$ cat src/rtl/ssd_pkg.sv
// Shared widths, segment encodings and BCD font for the seven-segment driver.
// Segments are active-low and ordered {g,f,e,d,c,b,a}.
package ssd_pkg;

   localparam int SSD_VALUE_W = 13;
   localparam int BCD_DIGITS  = 4;

   localparam logic [6:0] SEG_0     = 7'b1000000;
   localparam logic [6:0] SEG_1     = 7'b1111001;
   localparam logic [6:0] SEG_2     = 7'b0100100;
   localparam logic [6:0] SEG_3     = 7'b0110000;
   localparam logic [6:0] SEG_4     = 7'b0011001;
   localparam logic [6:0] SEG_5     = 7'b0010010;
   localparam logic [6:0] SEG_6     = 7'b0000010;
   localparam logic [6:0] SEG_7     = 7'b1111000;
   localparam logic [6:0] SEG_8     = 7'b0000000;
   localparam logic [6:0] SEG_9     = 7'b0010000;
   localparam logic [6:0] SEG_BLANK = 7'b1111111;

   typedef enum logic {IDLE, CONVERT} conv_state_t;

   function automatic logic [6:0] bcd_to_seg(input logic [3:0] digit);
      logic [6:0] code;
      case (digit)
         4'd0:    code = SEG_0;
         4'd1:    code = SEG_1;
         4'd2:    code = SEG_2;
         4'd3:    code = SEG_3;
         4'd4:    code = SEG_4;
         4'd5:    code = SEG_5;
         4'd6:    code = SEG_6;
         4'd7:    code = SEG_7;
         4'd8:    code = SEG_8;
         4'd9:    code = SEG_9;
         default: code = SEG_BLANK;
      endcase
      return code;
   endfunction

endpackage

$ cat src/rtl/bin2bcd_seq.sv
// Iterative shift-add-3 (double-dabble) converter: one bit per cycle, 13 cycles.
// bcd carries the post-iteration result so the final value is usable on the done edge.
module bin2bcd_seq
   import ssd_pkg::*;
(
   input  logic                      clk,
   input  logic                      rst,
   input  logic                      start,
   input  logic [SSD_VALUE_W-1:0]    bin,
   output logic                      busy,
   output logic                      done,
   output logic [4*BCD_DIGITS-1:0]   bcd
);

   localparam int          SR_W      = 4*BCD_DIGITS + SSD_VALUE_W;
   localparam logic [3:0]  LAST_ITER = 4'(SSD_VALUE_W - 1);

   conv_state_t      state;
   logic [SR_W-1:0]  sr;
   logic [SR_W-1:0]  sr_adj;
   logic [SR_W-1:0]  sr_next;
   logic [3:0]       iter;

   always_comb begin
      sr_adj = sr;
      for (int i = 0; i < BCD_DIGITS; i++) begin
         if (sr[SSD_VALUE_W + 4*i +: 4] >= 4'd5)
            sr_adj[SSD_VALUE_W + 4*i +: 4] = sr[SSD_VALUE_W + 4*i +: 4] + 4'd3;
      end
      sr_next = {sr_adj[SR_W-2:0], 1'b0};
   end

   assign busy = (state == CONVERT);
   assign done = busy && (iter == LAST_ITER);
   assign bcd  = sr_next[SR_W-1 -: 4*BCD_DIGITS];

   // Loads are only honoured in IDLE; a load arriving mid-conversion is dropped.
   always_ff @(posedge clk or negedge rst) begin
      if (!rst) begin
         state <= IDLE;
         sr    <= '0;
         iter  <= '0;
      end else begin
         case (state)
            IDLE: begin
               if (start) begin
                  sr    <= {{(4*BCD_DIGITS){1'b0}}, bin};
                  iter  <= '0;
                  state <= CONVERT;
               end
            end
            CONVERT: begin
               sr   <= sr_next;
               iter <= iter + 4'd1;
               if (done)
                  state <= IDLE;
            end
            default: state <= IDLE;
         endcase
      end
   end

endmodule

$ cat src/rtl/ssd_driver.sv
// Four-digit common-anode display driver: converts a 13-bit value to BCD and
// time-multiplexes the digits with active-low anodes and segments.
module ssd_driver
   import ssd_pkg::*;
#(
   parameter int REFRESH_DIV = 100000
)(
   input  logic                    clk,
   input  logic                    rst,
   input  logic [SSD_VALUE_W-1:0]  value,
   input  logic                    load,
   output logic                    busy,
   output logic [3:0]              anode,
   output logic [6:0]              seg
);

   localparam int               CNT_W    = (REFRESH_DIV > 1) ? $clog2(REFRESH_DIV) : 1;
   localparam logic [CNT_W-1:0] CNT_LAST = CNT_W'(REFRESH_DIV - 1);

   logic                     done;
   logic [4*BCD_DIGITS-1:0]  bcd;
   logic [4*BCD_DIGITS-1:0]  digits;
   logic [4*BCD_DIGITS-1:0]  digits_next;
   logic [CNT_W-1:0]         rcnt;
   logic [1:0]               idx;
   logic [1:0]               idx_next;
   logic                     tc;

   bin2bcd_seq u_conv (
      .clk   (clk),
      .rst   (rst),
      .start (load),
      .bin   (value),
      .busy  (busy),
      .done  (done),
      .bcd   (bcd)
   );

   assign tc          = (rcnt == CNT_LAST);
   assign idx_next    = tc ? idx + 2'd1 : idx;
   assign digits_next = done ? bcd : digits;

   // Outputs are registered from the next-state values so a new digit set or
   // index shows up on the same edge that produces it.
   always_ff @(posedge clk or negedge rst) begin
      if (!rst) begin
         rcnt   <= '0;
         idx    <= '0;
         digits <= '0;
         anode  <= 4'b1110;
         seg    <= SEG_0;
      end else begin
         rcnt   <= tc ? '0 : rcnt + 1'b1;
         idx    <= idx_next;
         digits <= digits_next;
         anode  <= ~(4'b0001 << idx_next);
         seg    <= bcd_to_seg(digits_next[{idx_next, 2'b00} +: 4]);
      end
   end

endmodule
$ cat config.mk
export PLATFORM = sky130hd
export DESIGN_NAME = ssd_driver
export DESIGN_NICKNAME = d
export VERILOG_FILES = /design/src/rtl/ssd_pkg.sv /design/src/rtl/bin2bcd_seq.sv /design/src/rtl/ssd_driver.sv
export SDC_FILE = /design/constraint.sdc
export NUM_CORES = 1
export LEC_CHECK = 0
export ABC_AREA = 0
export BUFFER_PORTS_ARGS = -buffer_cell sky130_fd_sc_hd__buf_4
export CAP_MARGIN = 20
export CORE_MARGIN = 1.5
export CORE_UTILIZATION = 25
export DETAILED_ROUTE_END_ITERATION = 7
export PLACE_DENSITY = 0.4
export SETUP_SLACK_MARGIN = 0.15
export SYNTH_ARGS = -nofsm -noshare
export SYNTH_HDL_FRONTEND = slang
export SYNTH_SLANG_ARGS = --single-unit
$ cat constraint.sdc
create_clock -name clk -period 7.5 [get_ports clk]
set_input_delay 1.5 -clock clk [delete_from_list [all_inputs] [get_ports clk]]
set_output_delay 1.5 -clock clk [all_outputs]
set_load 0.05 [all_outputs]
# Word level (Yosys, flattened, before mapping)
# Memories as Yosys holds them, arrays and structs flattened. A register that Yosys moved wholly into a read port is not among the register bits.
# Cells that the tools add are included.
# classes
mux,14
n_lt_le_gt_ge,4
n_bitwise,2
n_shift,2
reduce_logical,2
addsub,7
eq_ne,3
# op_table
cell,n
$pmux 29 s2,1
$mux 29,1
$add 17x1->17 const B,1
$eq 17x17->1 const B,1
$mux 17,1
$ge 4x3->1 const B,4
$mux 16,1
$mux 4,4
$shiftx 16x5->4,1
$add 4x2->4 const B,3
$pmux 4 s2,1
$add 4x1->4 const B,1
$eq 4x4->1 const B,1
$not 4->4,1
$shl 1x2->4 const A,1
$add 3x2->3 const B,1
$mux 3,1
$add 2x1->2 const B,1
$mux 1,2
$mux 2,1
$ne 2x2->1 const B,1
$pmux 1 s2,1
$logic_and 1x1->1,1
$logic_not 1->1,1
$not 1->1,1
# totals
word_cells,42
inputBits,16
register_bits,73
output_inout_bits,12
memories,1
mem_bits_ro,112
# mem_list
name,words,width,read_ports,rd_ports_with_merged_regs,wr,line_no,text
(name not given),16,7,1,1,0,ssd_pkg.sv:24,case (digit)

# Logic depth before layout (Yosys ltp)
# depth
depth_word,4
mapped_depth,14
mapped_depth_nobuf,13

# Hierarchy
# Synthesis repeated with hierarchy kept, for this count alone.
# hier_totals
cells_unflattened,419
area_unflattened_um2,4395.5
# by_module_without_submodules
mod,seq_area_each_um2,area_each_um2,cells_per_inst,instances
ssd_driver,1156.1,2317.2,190,1
bin2bcd_seq,850.8,2078.2,229,1

# Least setup slack after synthesis
# OpenSTA, ideal clock, no wires.
# synth_path
path_type,register -> register
startpoint,register u_conv.sr[13]
endpoint,register seg[3]
path_stages_with_launch,13
setup_slack_ns,4.782
setup_ns,0.123
path_buffers,0
required_time_ns,7.377
t_arrival_ns,2.596
synth_period_minus_slack_ns,2.718
path_cell_list,dfrtp_1 inv_1 ha_1 and2b_1 nor3_2 a21oi_1 mux4_2 a221oi_2 o22a_2 inv_1 ha_1 inv_1 o221a_1
# synth_between
elab_chain_len,4
elab_cells_between_ends,5
cone_classes,1 x add/sub; 1 x order compare; 1 x shift; 2 x mux
# synth_lines
item,line_no,text
start: declaration,bin2bcd_seq.sv:19,logic [SR_W-1:0] sr;
start signal: assignment,bin2bcd_seq.sv:47,"sr <= {{(4*BCD_DIGITS){1'b0}}, bin};"
start signal: assignment,bin2bcd_seq.sv:53,sr <= sr_next;
$add 4x2->4 or $ge 4x3->1 (tied branches),"bin2bcd_seq.sv:28, bin2bcd_seq.sv:27",
$mux 4 *,bin2bcd_seq.sv:27,if (sr[SSD_VALUE_W + 4*i +: 4] >= 4'd5)
$mux 16 *,ssd_driver.sv:41,assign digits_next = done ? bcd : digits;
$shiftx 16x5->4 *,ssd_driver.sv:57,"seg <= bcd_to_seg(digits_next[{idx_next, 2'b00} +: 4]);"
end: declaration,ssd_driver.sv:14,output logic [6:0] seg
# Every way passes the cells marked *; elsewhere a longest branch is shown, timed or not.
# A chain may end at the register's enable or synchronous reset.

# Worst setup path in the final report
# layout_path
startpoint,register rcnt[0]
endpoint,register seg[3]
# layout_between
elab_chain_len,3
# layout_lines
item,line_no,text
start: declaration,ssd_driver.sv:24,logic [CNT_W-1:0] rcnt;
start signal: assignment,ssd_driver.sv:53,rcnt <= tc ? '0 : rcnt + 1'b1;
$eq 17x17->1,ssd_driver.sv:39,assign tc = (rcnt == CNT_LAST);
$mux 2,ssd_driver.sv:40,assign idx_next = tc ? idx + 2'd1 : idx;
$shiftx 16x5->4,ssd_driver.sv:57,
# Every way passes these cells.

==> flow_metrics.tcl <==
set metrics [dict create \
    grt_antenna_before_repair 0 \
    grt_overflow 0 \
    yosysTopAreaCell "dfrtp_1" \
    area_growth_pct 15.3 \
    cts.clk_slew.worst_paths_ns 0.06 \
    yosysUniqueCellTypes 61 \
    clock-sinks 80 \
    finClkSkew_ns 0.00827 \
    critPathLaunchType "flip-flop" \
    drc_errors 0 \
    critical_path.max_fanout 20 \
    diodes 0 \
    netlist_area_sq_um 4240 \
    post-route-period-util_pct 42.0 \
    cp-end-kind "flip-flop" \
    ant_nets 0 \
    outcome "complete, no violations" \
    criticalPathCategory "reg -> reg" \
    nets 470 \
    synth_common_cells "76 x dfrtp_1, 62 x nand2_1, 26 x inv_1, 26 x o21ai_0, 21 x nor2_1" \
    finalPower_w 0.00184 \
    post_cts_buffers 0 \
    fmax_mhz 317 \
    grt_pass1_vias 3114 \
    initialDrtViolationCount 119 \
    routabilityCongestion 0.726 \
    io_buffers 27 \
    cts_resized 0 \
    synth-seq-cells 80 \
    final_layout_size_suffix_gt1_share_pct 16.7 \
    syn_nets 454 \
    cts_root_buf "clkbuf_16" \
    dr_total_vias 3092 \
    setup_slack_ns 4.35 \
    hold_violations 0 \
    htreeDepth 3 \
    synth-edff-count 0 \
    rsz0062_at_grt "no" \
    dpl-instance-area_sq_um 4610 \
    viasPerCell 4.66 \
    grt_use_total_pct 11.3 \
    final_util_pct 29.5 \
    cts_buffers 9 \
    design_area_sq_um 4890 \
    drt-total-wl_mm 9.34 \
    multi_input_area_sq_um 2010 \
    core_sq_um 16600 \
    pin_count 28 \
    worst_ep_arrival_time_ns 3.37 \
    ys.flop_type "dfrtp_1" \
    p_leak_nw 2.12 \
    synth.most_common_cell "dfrtp_1" \
    syn_inst 422 \
    grt_pass1_wl_mm 15.9 \
    synth_warnings 0 \
    initial_core_util_pct 25.6 \
    ff_latch_area_sq_um 2010 \
    cts_tree "yes" \
    cp.required_ns 7.72 \
    ir_drop_uv 123 \
    dp_hpwl_mm 6.39 \
    clock_path_buffers 2 \
    clk_latency_ns 0.34 \
    synthArstFlopShare_pct 100 \
    hold_buffers 0 \
    maxCapViolations 0 \
    power_density_nw_per_um2 376 \
    ys_seq_area_share_pct 47.3 \
    dr.pass1.iters 5 \
    min_path_type "reg -> reg" \
    routedWlPerCell_um 14.1 \
    fin_crit_ns 3.15 \
    die_area_sq_um 17800 \
    row_count 47 \
    fin_setup_tns_ns 0 \
    avgSynthCellArea_sq_um 10.1 \
    max_slew_margin_pct 36.7 \
    yosys-top-cells-area "dfrtp_1 45%, nand2_1 5.5%, ha_1 4.7%, mux2i_1 3.5%, o21ai_0 3.1%" \
    worst_slew_pin_slew_ns 0.949 \
    yosys.area.top_type_share_pct 44.8 \
    fillers 1764 \
    die_w_um 133 \
    drv_slew 0 \
    finalSetupViolCount 0 \
    pre_cts_ws_ns 4.39 \
    die_h_um 133 \
    grt_max_degree 44 \
]
sequential cells by signal, indices dropped and copies added (netlist names):
name and count:
anode 4, digits 16, idx 2, rcnt 17, seg 7, u_conv.busy 1
u_conv.iter 4, u_conv.sr 29
layer usage:
metal / vias to the layer above / wire, um / track usage, %
li1: 1517 / - / -
met1: 1499 / 4420 / 14.7
met2: 63 / 4390 / 17.8
met3: 13 / 369 / 3.12
met4: 0 / 153 / 4.65
met5: - / 0 / 0
critical path: stages (launching register included):
cell and delay [ns]:
dfrtp_1 0.38, ha_1 0.21, and4_1 0.35, and4_1 0.78, nor3_1 0.14, a311oi_2 0.30
o211ai_2 0.22, ha_1 0.37, inv_1 0.05, o221a_1 0.24
worst paths after layout:
| check | from | end | slack (ns) | depth (start not counted) |
|---|---|---|---|---|
| max | rcnt[0] | seg[3] | 4.35 | 9 |
| min | digits[4] | digits[4] | 0.48 | 2 |
| max reg2reg | rcnt[0] | seg[3] | 4.35 | 9 |
| min reg2reg | digits[4] | digits[4] | 0.48 | 2 |
| max in group asynchronous | rst | digits[8] | 5.42 | 2 |
| min in group asynchronous | rst | seg[0] | 1.14 | 1 |
power breakdown:
part           internal [W]  switching, W
Clock              0.000257      0.000172
Combinational      0.000294      0.000446
Sequential         0.000567      0.000106
layout by cell type, fill, tap and decap left out, types with 13 or more instances in the layout:
master	instances
ha_1	16
nand3_1	13
nand2_1	62
inv_1	26
mux2i_1	15
dfrtp_1	76
nor2_1	21
a21oi_1	13
buf_4	29
o21ai_0	26
kinds of logic after synthesis:
group           after synthesis  synth area share (%)
mux                          21                  5.66
flops                        80                  47.3
fa+ha+maj                    16                  4.72
buf+inv                      51                  5.34
compound gates               92                  15.4
xor+xnor                     16                  3.30
simple gates                146                  18.3
cell type report:
| class | instances | share of cell area [%] |
|---|---|---|
| Clock buffer | 12 | 4.83 |
| Clock inverter | 4 | 0.920 |
| Inverter | 27 | 2.07 |
| Multi-Input combinational cell | 291 | 41.1 |
| Sequential cell | 80 | 41.0 |
| Tap cell | 220 | 5.63 |
| Timing Repair Buffer | 29 | 4.45 |
metrics by stage:
stage	std cells	hold slack (ns)
global placement	647	0.466
CTS	663	0.485
detailed placement	647	0.474
floorplan	422	0.446
finish	663	0.480
global route	663	0.509
No activity file was read; power rests on OpenSTA's default activity.
